File: src/rtl/mem_access_unit_pkg.sv
// Shared encodings for the MiniRiscV load/store path: funct3 size/sign codes,
// the access FSM states and the legality/alignment checks used by decode.
package mem_access_unit_pkg;

  localparam logic [2:0] F3_B  = 3'd0;
  localparam logic [2:0] F3_H  = 3'd1;
  localparam logic [2:0] F3_W  = 3'd2;
  localparam logic [2:0] F3_BU = 3'd4;
  localparam logic [2:0] F3_HU = 3'd5;

  typedef enum logic [1:0] {
    ST_IDLE,
    ST_REQ,
    ST_DONE
  } state_t;

  // Unsigned variants exist only for loads; stores accept b/h/w.
  function automatic logic f3_legal(input logic [2:0] f3, input logic is_store);
    case (f3)
      F3_B, F3_H, F3_W: return 1'b1;
      F3_BU, F3_HU:     return !is_store;
      default:          return 1'b0;
    endcase
  endfunction

  function automatic logic is_aligned(input logic [2:0] f3, input logic [1:0] off);
    case (f3)
      F3_H, F3_HU: return !off[0];
      F3_W:        return off == 2'b00;
      default:     return 1'b1;
    endcase
  endfunction

endpackage

File: src/rtl/mem_lane_align.sv
// Byte-lane steering: store data replication/strobes on the way out,
// load lane extraction and sign/zero extension on the way back.
module mem_lane_align
  import mem_access_unit_pkg::*;
(
  input  logic [2:0]  store_f3,
  input  logic [1:0]  store_off,
  input  logic [31:0] store_data,
  output logic [31:0] wdata,
  output logic [3:0]  wstrb,
  input  logic [2:0]  load_f3,
  input  logic [1:0]  load_off,
  input  logic [31:0] rdata,
  output logic [31:0] load_data
);

  logic [7:0]  byte_lane;
  logic [15:0] half_lane;

  // NOTE: every output of a combinational block gets a default first, so no
  // path through the case statement can leave it unassigned and infer a latch.
  always_comb begin
    wdata = store_data;
    wstrb = 4'b1111;
    case (store_f3)
      F3_B: begin
        wdata = {4{store_data[7:0]}};
        wstrb = 4'b0001 << store_off;
      end
      F3_H: begin
        wdata = {2{store_data[15:0]}};
        wstrb = store_off[1] ? 4'b1100 : 4'b0011;
      end
      default: ;
    endcase
  end

  assign byte_lane = rdata[{load_off, 3'b000} +: 8];
  assign half_lane = load_off[1] ? rdata[31:16] : rdata[15:0];

  always_comb begin
    load_data = '0;
    case (load_f3)
      F3_B:    load_data = {{24{byte_lane[7]}}, byte_lane};
      F3_BU:   load_data = {24'b0, byte_lane};
      F3_H:    load_data = {{16{half_lane[15]}}, half_lane};
      F3_HU:   load_data = {16'b0, half_lane};
      F3_W:    load_data = rdata;
      default: load_data = '0;
    endcase
  end

endmodule

File: src/rtl/mem_access_unit.sv
// Load/store stage: decodes one aligned access, runs it on a req/ack bus with
// a timeout, stalls the core meanwhile and returns extended load data.
module mem_access_unit
  import mem_access_unit_pkg::*;
#(
  parameter int unsigned TIMEOUT = 255
) (
  input  logic        clk,
  input  logic        rst_n,
  input  logic        MemRead,
  input  logic        MemWrite,
  input  logic [2:0]  funct3,
  input  logic [31:0] ALUResult,
  input  logic [31:0] ReadData2,
  output logic        Stall,
  output logic [31:0] LoadData,
  output logic        LoadValid,
  output logic        AccessFault,
  output logic        BusReq,
  output logic        BusWe,
  output logic [31:0] BusAddr,
  output logic [31:0] BusWData,
  output logic [3:0]  BusWStrb,
  input  logic        BusAck,
  input  logic [31:0] BusRData
);

  localparam logic [7:0] TIMEOUT_LAST = 8'(TIMEOUT - 1);

  state_t      state_q, state_d;
  logic [7:0]  cnt_q;
  logic [29:0] addr_q;
  logic [1:0]  off_q;
  logic [2:0]  f3_q;
  logic        we_q;
  logic [31:0] wdata_q;
  logic [3:0]  wstrb_q;
  logic [31:0] rdata_q;
  logic        fault_q;

  logic        access, legal, timeout_hit;
  logic [31:0] wdata_c, load_ext;
  logic [3:0]  wstrb_c;

  // Gating with rst_n keeps the combinational IDLE outputs quiet during reset.
  assign access      = (MemRead | MemWrite) & rst_n;
  assign legal       = f3_legal(funct3, MemWrite) && is_aligned(funct3, ALUResult[1:0]);
  assign timeout_hit = (cnt_q == TIMEOUT_LAST);

  mem_lane_align u_lane (
    .store_f3   (funct3),
    .store_off  (ALUResult[1:0]),
    .store_data (ReadData2),
    .wdata      (wdata_c),
    .wstrb      (wstrb_c),
    .load_f3    (f3_q),
    .load_off   (off_q),
    .rdata      (rdata_q),
    .load_data  (load_ext)
  );

  always_comb begin
    state_d     = state_q;
    Stall       = 1'b0;
    LoadData    = '0;
    LoadValid   = 1'b0;
    AccessFault = 1'b0;
    BusReq      = 1'b0;
    BusWe       = 1'b0;
    BusAddr     = '0;
    BusWData    = '0;
    BusWStrb    = '0;
    case (state_q)
      ST_IDLE: begin
        if (access) begin
          if (!legal) begin
            AccessFault = 1'b1;
          end else begin
            Stall   = 1'b1;
            state_d = ST_REQ;
          end
        end
      end
      ST_REQ: begin
        Stall    = 1'b1;
        BusReq   = 1'b1;
        BusWe    = we_q;
        BusAddr  = {addr_q, 2'b00};
        BusWData = wdata_q;
        BusWStrb = wstrb_q;
        if (BusAck || timeout_hit) state_d = ST_DONE;
      end
      ST_DONE: begin
        state_d = ST_IDLE;
        if (fault_q) begin
          AccessFault = 1'b1;
        end else if (!we_q) begin
          LoadValid = 1'b1;
          LoadData  = load_ext;
        end
      end
      default: state_d = ST_IDLE;
    endcase
  end

  // NOTE: the datapath registers are reset along with the FSM so a reset in
  // the middle of an access never leaves stale data visible afterwards.
  always_ff @(posedge clk or negedge rst_n) begin
    if (!rst_n) begin
      state_q <= ST_IDLE;
      cnt_q   <= '0;
      addr_q  <= '0;
      off_q   <= '0;
      f3_q    <= '0;
      we_q    <= 1'b0;
      wdata_q <= '0;
      wstrb_q <= '0;
      rdata_q <= '0;
      fault_q <= 1'b0;
    end else begin
      // NOTE: non-blocking assignments here so every flop samples the values
      // from before this edge, independent of statement order.
      state_q <= state_d;
      case (state_q)
        ST_IDLE: begin
          if (access && legal) begin
            addr_q  <= ALUResult[31:2];
            off_q   <= ALUResult[1:0];
            f3_q    <= funct3;
            we_q    <= MemWrite;
            wdata_q <= MemWrite ? wdata_c : '0;
            wstrb_q <= MemWrite ? wstrb_c : '0;
            cnt_q   <= '0;
            fault_q <= 1'b0;
          end
        end
        ST_REQ: begin
          cnt_q <= cnt_q + 8'd1;
          if (BusAck && !we_q) rdata_q <= BusRData;
          if (!BusAck && timeout_hit) fault_q <= 1'b1;
        end
        default: ;
      endcase
    end
  end

endmodule

File: config.mk
export PLATFORM = sky130hd
export DESIGN_NAME = mem_access_unit
export DESIGN_NICKNAME = d
export VERILOG_FILES = /design/src/rtl/mem_access_unit_pkg.sv /design/src/rtl/mem_lane_align.sv /design/src/rtl/mem_access_unit.sv
export SDC_FILE = /design/constraint.sdc
export NUM_CORES = 1
export LEC_CHECK = 0
export BUFFER_PORTS_ARGS = -buffer_cell sky130_fd_sc_hd__buf_4
export CAP_MARGIN = 15
export CORE_MARGIN = 3
export CORE_UTILIZATION = 30
export CTS_BUF_LIST = sky130_fd_sc_hd__clkbuf_8
export CTS_CLUSTER_SIZE = 10
export DETAILED_ROUTE_END_ITERATION = 8
export MAX_ROUTING_LAYER = met4
export SYNTH_ARGS = -nofsm -noshare
export SYNTH_HDL_FRONTEND = slang
export SYNTH_SLANG_ARGS = --single-unit
File: constraint.sdc
create_clock -name clk -period 2.2 [get_ports clk]
set_input_delay 0.22 -clock clk [delete_from_list [all_inputs] [get_ports clk]]
set_output_delay 0.22 -clock clk [all_outputs]
set_load 0.005 [all_outputs]
== Word level (Yosys, flattened, before mapping) ==
Index checks and enable logic that the tools add are counted.

* RAM bits: 0
* Latch bits: 0
* Flip-flop bits (word level): 115
* Logic and storage cells: 89
* Memory bits (read-only): 0
* Memories kept: 0

* Reduce and logical (&&, ||, !) cells: 22
* Divide/modulo/power cells: 0
* $add $sub $neg: 1
* Magnitude comparators: 0
* $mul: 0
* Bitwise operators: 2
* Eq/ne operators: 16
* Shift-type cells: 2
* Muxes and demuxes: 36

{| class="wikitable"
|+ Operator list
! cell !! number
|-
| 2-to-1 mux 32 bit || 6
|-
| case mux 32 bit (5 select lines) || 1
|-
| case mux 32 bit (2 select lines) || 1
|-
| indexed part select 32 x 6 -> 8 bit || 1
|-
| 2-to-1 mux 16 bit || 1
|-
| case mux 8 bit (2 select lines) || 1
|-
| equality test 3 bit (second input constant) || 4
|-
| 2-to-1 mux 1 bit || 12
|-
| 2-to-1 mux 4 bit || 3
|-
| inequality test 2 bit (second input constant) || 5
|-
| case mux 1 bit (2 select lines) || 5
|-
| adder 8 x 1 -> 8 bit (second input constant) || 1
|-
| equality test 8 bit (second input constant) || 1
|-
| 2-to-1 mux 8 bit || 1
|-
| case mux 4 bit (2 select lines) || 1
|-
| equality test 3 x 1 -> 1 bit (second input constant) || 2
|-
| equality test 3 x 2 -> 1 bit (second input constant) || 2
|-
| logical NOT 3 bit || 2
|-
| 2-to-1 mux 2 bit || 3
|-
| AND reduction 2 bit || 3
|-
| AND reduction 3 bit || 2
|-
| logical AND 1 bit || 4
|-
| logical NOT 1 bit || 4
|-
| logical NOT 2 bit || 2
|-
| other kinds (10) || 11
|}

== Depth between registers and ports, before layout ==
* Word-level depth: 7
* Depth in mapped cells: 6
* Gate-level depth less buffers: 5

== Cells and area by module ==
Synthesis repeated with hierarchy kept, for this count alone.

* Cell total of the unflattened synthesis: 627
* Area, all modules: 6696.4 um^2

{| class="wikitable"
|+ By module, submodules not included
! module !! seq. area each (um^2) !! instances !! cells each !! area an instance (um^2)
|-
| mem_access_unit || 2877.8 || 1 || 450 || 5356.4
|-
| mem_lane_align || 0.0 || 1 || 177 || 1340.0
|}

== Worst setup path after synthesis ==
No wires, ideal clock.

* Kind: reg2out
* Start point: register state_q[0]
* End point: output LoadData[21]
* Arrival: 1.538 ns
* Cell stages (with the launch flop): 6
* Slack: 0.442 ns
* Data required time: 1.980 ns
* Cell sequence: dfrtp_1 or4b_1 buf_2 a21o_4 buf_6 a31oi_2

* Cells in the longest elaborated chain, start to end: 2

{| class="wikitable"
|+ RTL lines
! what !! line !! text
|-
| start, declared || mem_access_unit.sv:30 || <nowiki>state_t state_q, state_d;</nowiki>
|-
| start signal, assigned || mem_access_unit.sv:123 || <nowiki>state_q <= state_d;</nowiki>
|-
| equality test 2 bit || mem_access_unit.sv:73 || <nowiki>case (state_q)</nowiki>
|-
| 2-to-1 mux 32 bit || mem_access_unit.sv:73 ||
|-
| end, declared || mem_access_unit.sv:16 || <nowiki>output logic [31:0] LoadData,</nowiki>
|}

Every way passes these cells.

== Final worst setup path ==
* Start point: register fault_q
* End point: output LoadData[24]

* Cells in the longest elaborated chain, start to end: 2

{| class="wikitable"
|+ RTL lines
! what !! line !! text
|-
| start, declared || mem_access_unit.sv:39 || <nowiki>logic fault_q;</nowiki>
|-
| start signal, assigned || mem_access_unit.sv:119 || <nowiki>fault_q <= 1'b0;</nowiki>
|-
| start signal, assigned || mem_access_unit.sv:134 || <nowiki>fault_q <= 1'b0;</nowiki>
|-
| start signal, assigned || mem_access_unit.sv:140 || <nowiki>if (!BusAck && timeout_hit) fault_q <= 1'b1;</nowiki>
|-
| 2-to-1 mux 32 bit || mem_access_unit.sv:95 || <nowiki>if (fault_q) begin</nowiki>
|-
| 2-to-1 mux 32 bit || mem_access_unit.sv:73 ||
|}

Every way passes these cells.

==> results.cfg <==
[place]
gp_congestion = 0.8676
io_buffers = 206
dpl.hpwl_um = 12900

[global_route]
grtUsageMet3_pct = 4.831
met1_usage_pct = 22.11
antenna_found_initial = 0
first_global_vias = 5409
grt_pass1_wl_um = 29260
met2_usage_pct = 26.70
grtUsageTotal_pct = 17.02
gr-total-overflow = 0
busiest_layer = met2
grt_max_degree = 81

[clock_tree]
clockRootBuffer = clkbuf_8
cts_tree = done
htreeDepth = 4
cts_buffer_depth = 2
clock_latency_ns = 0.42
cts.sink_count = 115
numCtsBuffers = 17
path_clk_slew_ns = 0.06

[die]
start_util_pct = 31.09
die_width_um = 149.4
die_h_um = 149.4
ios = 209
fp-row-count = 51
core_area_mm2 = 0.01985
dieArea_mm2 = 0.02232

[final_layout]
fin_nets = 973
drive_gt1_share_pct = 37.05
final_cell_mix = buf_4, dfrtp_1, nand2_1
layout_commonest_cell = buf_4
fin_util_pct = 46.35
num_antenna_cells = 0
syn2layout_area_growth_pct = 49.10

[pwr]
irDropWorstVdd_mv = 0.4003
leakage_nw = 4.254
p_per_area_mw_per_mm2 = 896.2

[logic_synthesis]
synth_xor_area_share_pct = 0
synth-adder-area-share_pct = 0.4056
synth.top_cell.area_share_pct = 46.64
synth_top_family_by_area = multiplexers
yosysWarningCount = 0
ys_types = 45
synth_area_leaders = dfrtp_1, mux2_1, mux2_2, and2_1, nand2_1
synthSimpleGateAreaFrac_pct = 17.22
synth_top_area_cell = dfrtp_1
synth_compound_area_share_pct = 13.49
syn_area_mm2 = 0.006170
synthMuxAreaShare_pct = 18.07
avgSynthCellArea_um2 = 10.18
syn-instance-count = 606
ys_seq_area_share_pct = 46.64
ys_ff_latch = 115

[sta]
hold_viol = 0
setup_viol = 24
layout_min_cycle_time_ns = 2.256
maxSlewHeadroom_pct = 50.82
tightest_slew_ns = 0.7377
final_max_slew_viol_count = 0
fin_ws_ns = -0.05650
fin_crit_sh_pct = 102.6
fmax_mhz = 443.2
clock-skew-final_ns = 0.01339
rsz0062_at_grt = true
hold_slack_ns = 0.04357

[routing]
avgRoutedWirePerCell_um = 16.47
firstDrtPassIters = 4
ant_nets = 0
route.vias.total = 5411
drt_first_iter_violations = 306
drcViolationCount = 0
via_per_inst = 4.726
wl_um = 18860

[setup_path]
cp_data_required_time_ns = 1.98
crit_arrival_ns = 2.04
r2r_start = state_q[1]
r2r_slack_ns = 0.59
reg2regPathDepth = 4
start_kind = flop
setup.worst_path.class = flop to output pin
worstSetupEndpointType = output pin
crit_fanout = 10
timing.rr.end = rdata_q[7]

[hold_path]
holdPathStages = 2
hold_path.class = input port to flop
hold_start = BusRData[31]
holdPathEnd = rdata_q[31]

[status]
violations = negative setup slack
status = finished with violations

[flow_run]
max_cap_viol_count = 0
==> critical path, stage by stage, from the launching register on <==
cell,delay (ns)
dfrtp_1,0.40
or4b_4,0.65
a21o_4,0.27
a31oi_2,0.16
buf_4,0.13
==> cells in the mapped netlist, drive strengths merged <==
cell,instances
a22o,1
or4b,1
or3,1
a21o,3
nor3b,1
nand2b,3
o21ai,38
nor2b,2
or4,1
a311oi,1
o211ai,2
nor4b,1
mux4,1
and2,68
a222oi,7
a21boi,1
nor4,1
nand3b,2
a221oi,5
ha,2
buf,22
o31ai,17
nor2,34
nand3,6
o21a,6
mux2,97
and3,3
a31oi,22
or2,1
conb,1
nor3,1
inv,7
dfrtp,115
clkbuf,26
a21oi,13
a32oi,1
nand2,92
==> per-stage QoR <==
step	cells	power [mW]	setup slack, ns	cell area, um^2	setup TNS, ns
2_1_floorplan	607	4.846	0.4420	6173	0
3_3_place_gp	1047	5.774	0.2291	8029	0
3_5_place_dp	1047	5.825	0.2072	8029	0
4_1_cts	1140	8.231	-0.1057	9119	-1.886
5_1_grt	1145	8.819	-0.1699	9199	-3.691
6_report	1145	8.244	-0.05650	9199	-0.7640
==> registers in the layout (all words and copies together), names as in the netlist <==
| register | flops |
|---|---|
| we_q | 1 |
| f3_q | 3 |
| addr_q | 30 |
| wstrb_q | 4 |
| rdata_q | 32 |
| state_q | 2 |
| off_q | 2 |
| fault_q | 1 |
| cnt_q | 8 |
| wdata_q | 32 |
==> what timing repair did <==
action	in CTS	in global routing
buffers inserted	0	4
resized for setup	10	10
endpoints found under the setup margin	32	32
pin swaps	1	4
hold endpoints to repair	67	1
cloned	1	0
hold buffers	60	1
==> area by class of cell <==
type                    count  area (um^2)
clock inverters            11        157.7
inverters                   7        26.28
well taps                 265        331.6
flip-flops and latches    115         2882
clock buffers              21        289.0
fillers                  1903        10650
multi-input cells         438         3107
repair buffers            288         2406
==> metal layers <==
layer / wire [um] / up-vias / share of wire (%)
met5: 0 / - / 0
met4: 140 / 0 / 0.74
met3: 1267 / 12 / 6.7
met2: 8964 / 171 / 48
met1: 8488 / 2590 / 45
li1: - / 2638 / -
==> report_power, final <==
part           switching, mW  total (mW)  internal, mW
sequential             0.566        3.41          2.84
combinational           1.21        2.63          1.42
clock                  0.865        2.21          1.34
total                   2.64        8.24          5.60
==> cell families after synthesis <==
group           count (synthesis)
fa+ha+maj                       2
other cells                     1
buf+inv                        55
compound gates                117
flops                         115
simple gates                  218
mux                            98
==> worst max path at each step <==
| stage | start | end | slack, ns | cells after the start |
|---|---|---|---|---|
| global placement | we_q | LoadData[17] | 0.23 | 4 |
| global route | fault_q | LoadData[17] | -0.17 | 4 |
| floorplan | state_q[0] | LoadData[21] | 0.44 | 5 |
| finish | fault_q | LoadData[24] | -0.06 | 4 |
| detailed placement | we_q | LoadData[17] | 0.21 | 4 |
| CTS | state_q[0] | LoadData[17] | -0.11 | 4 |
Note: power is estimated with default switching activity, not from simulation.
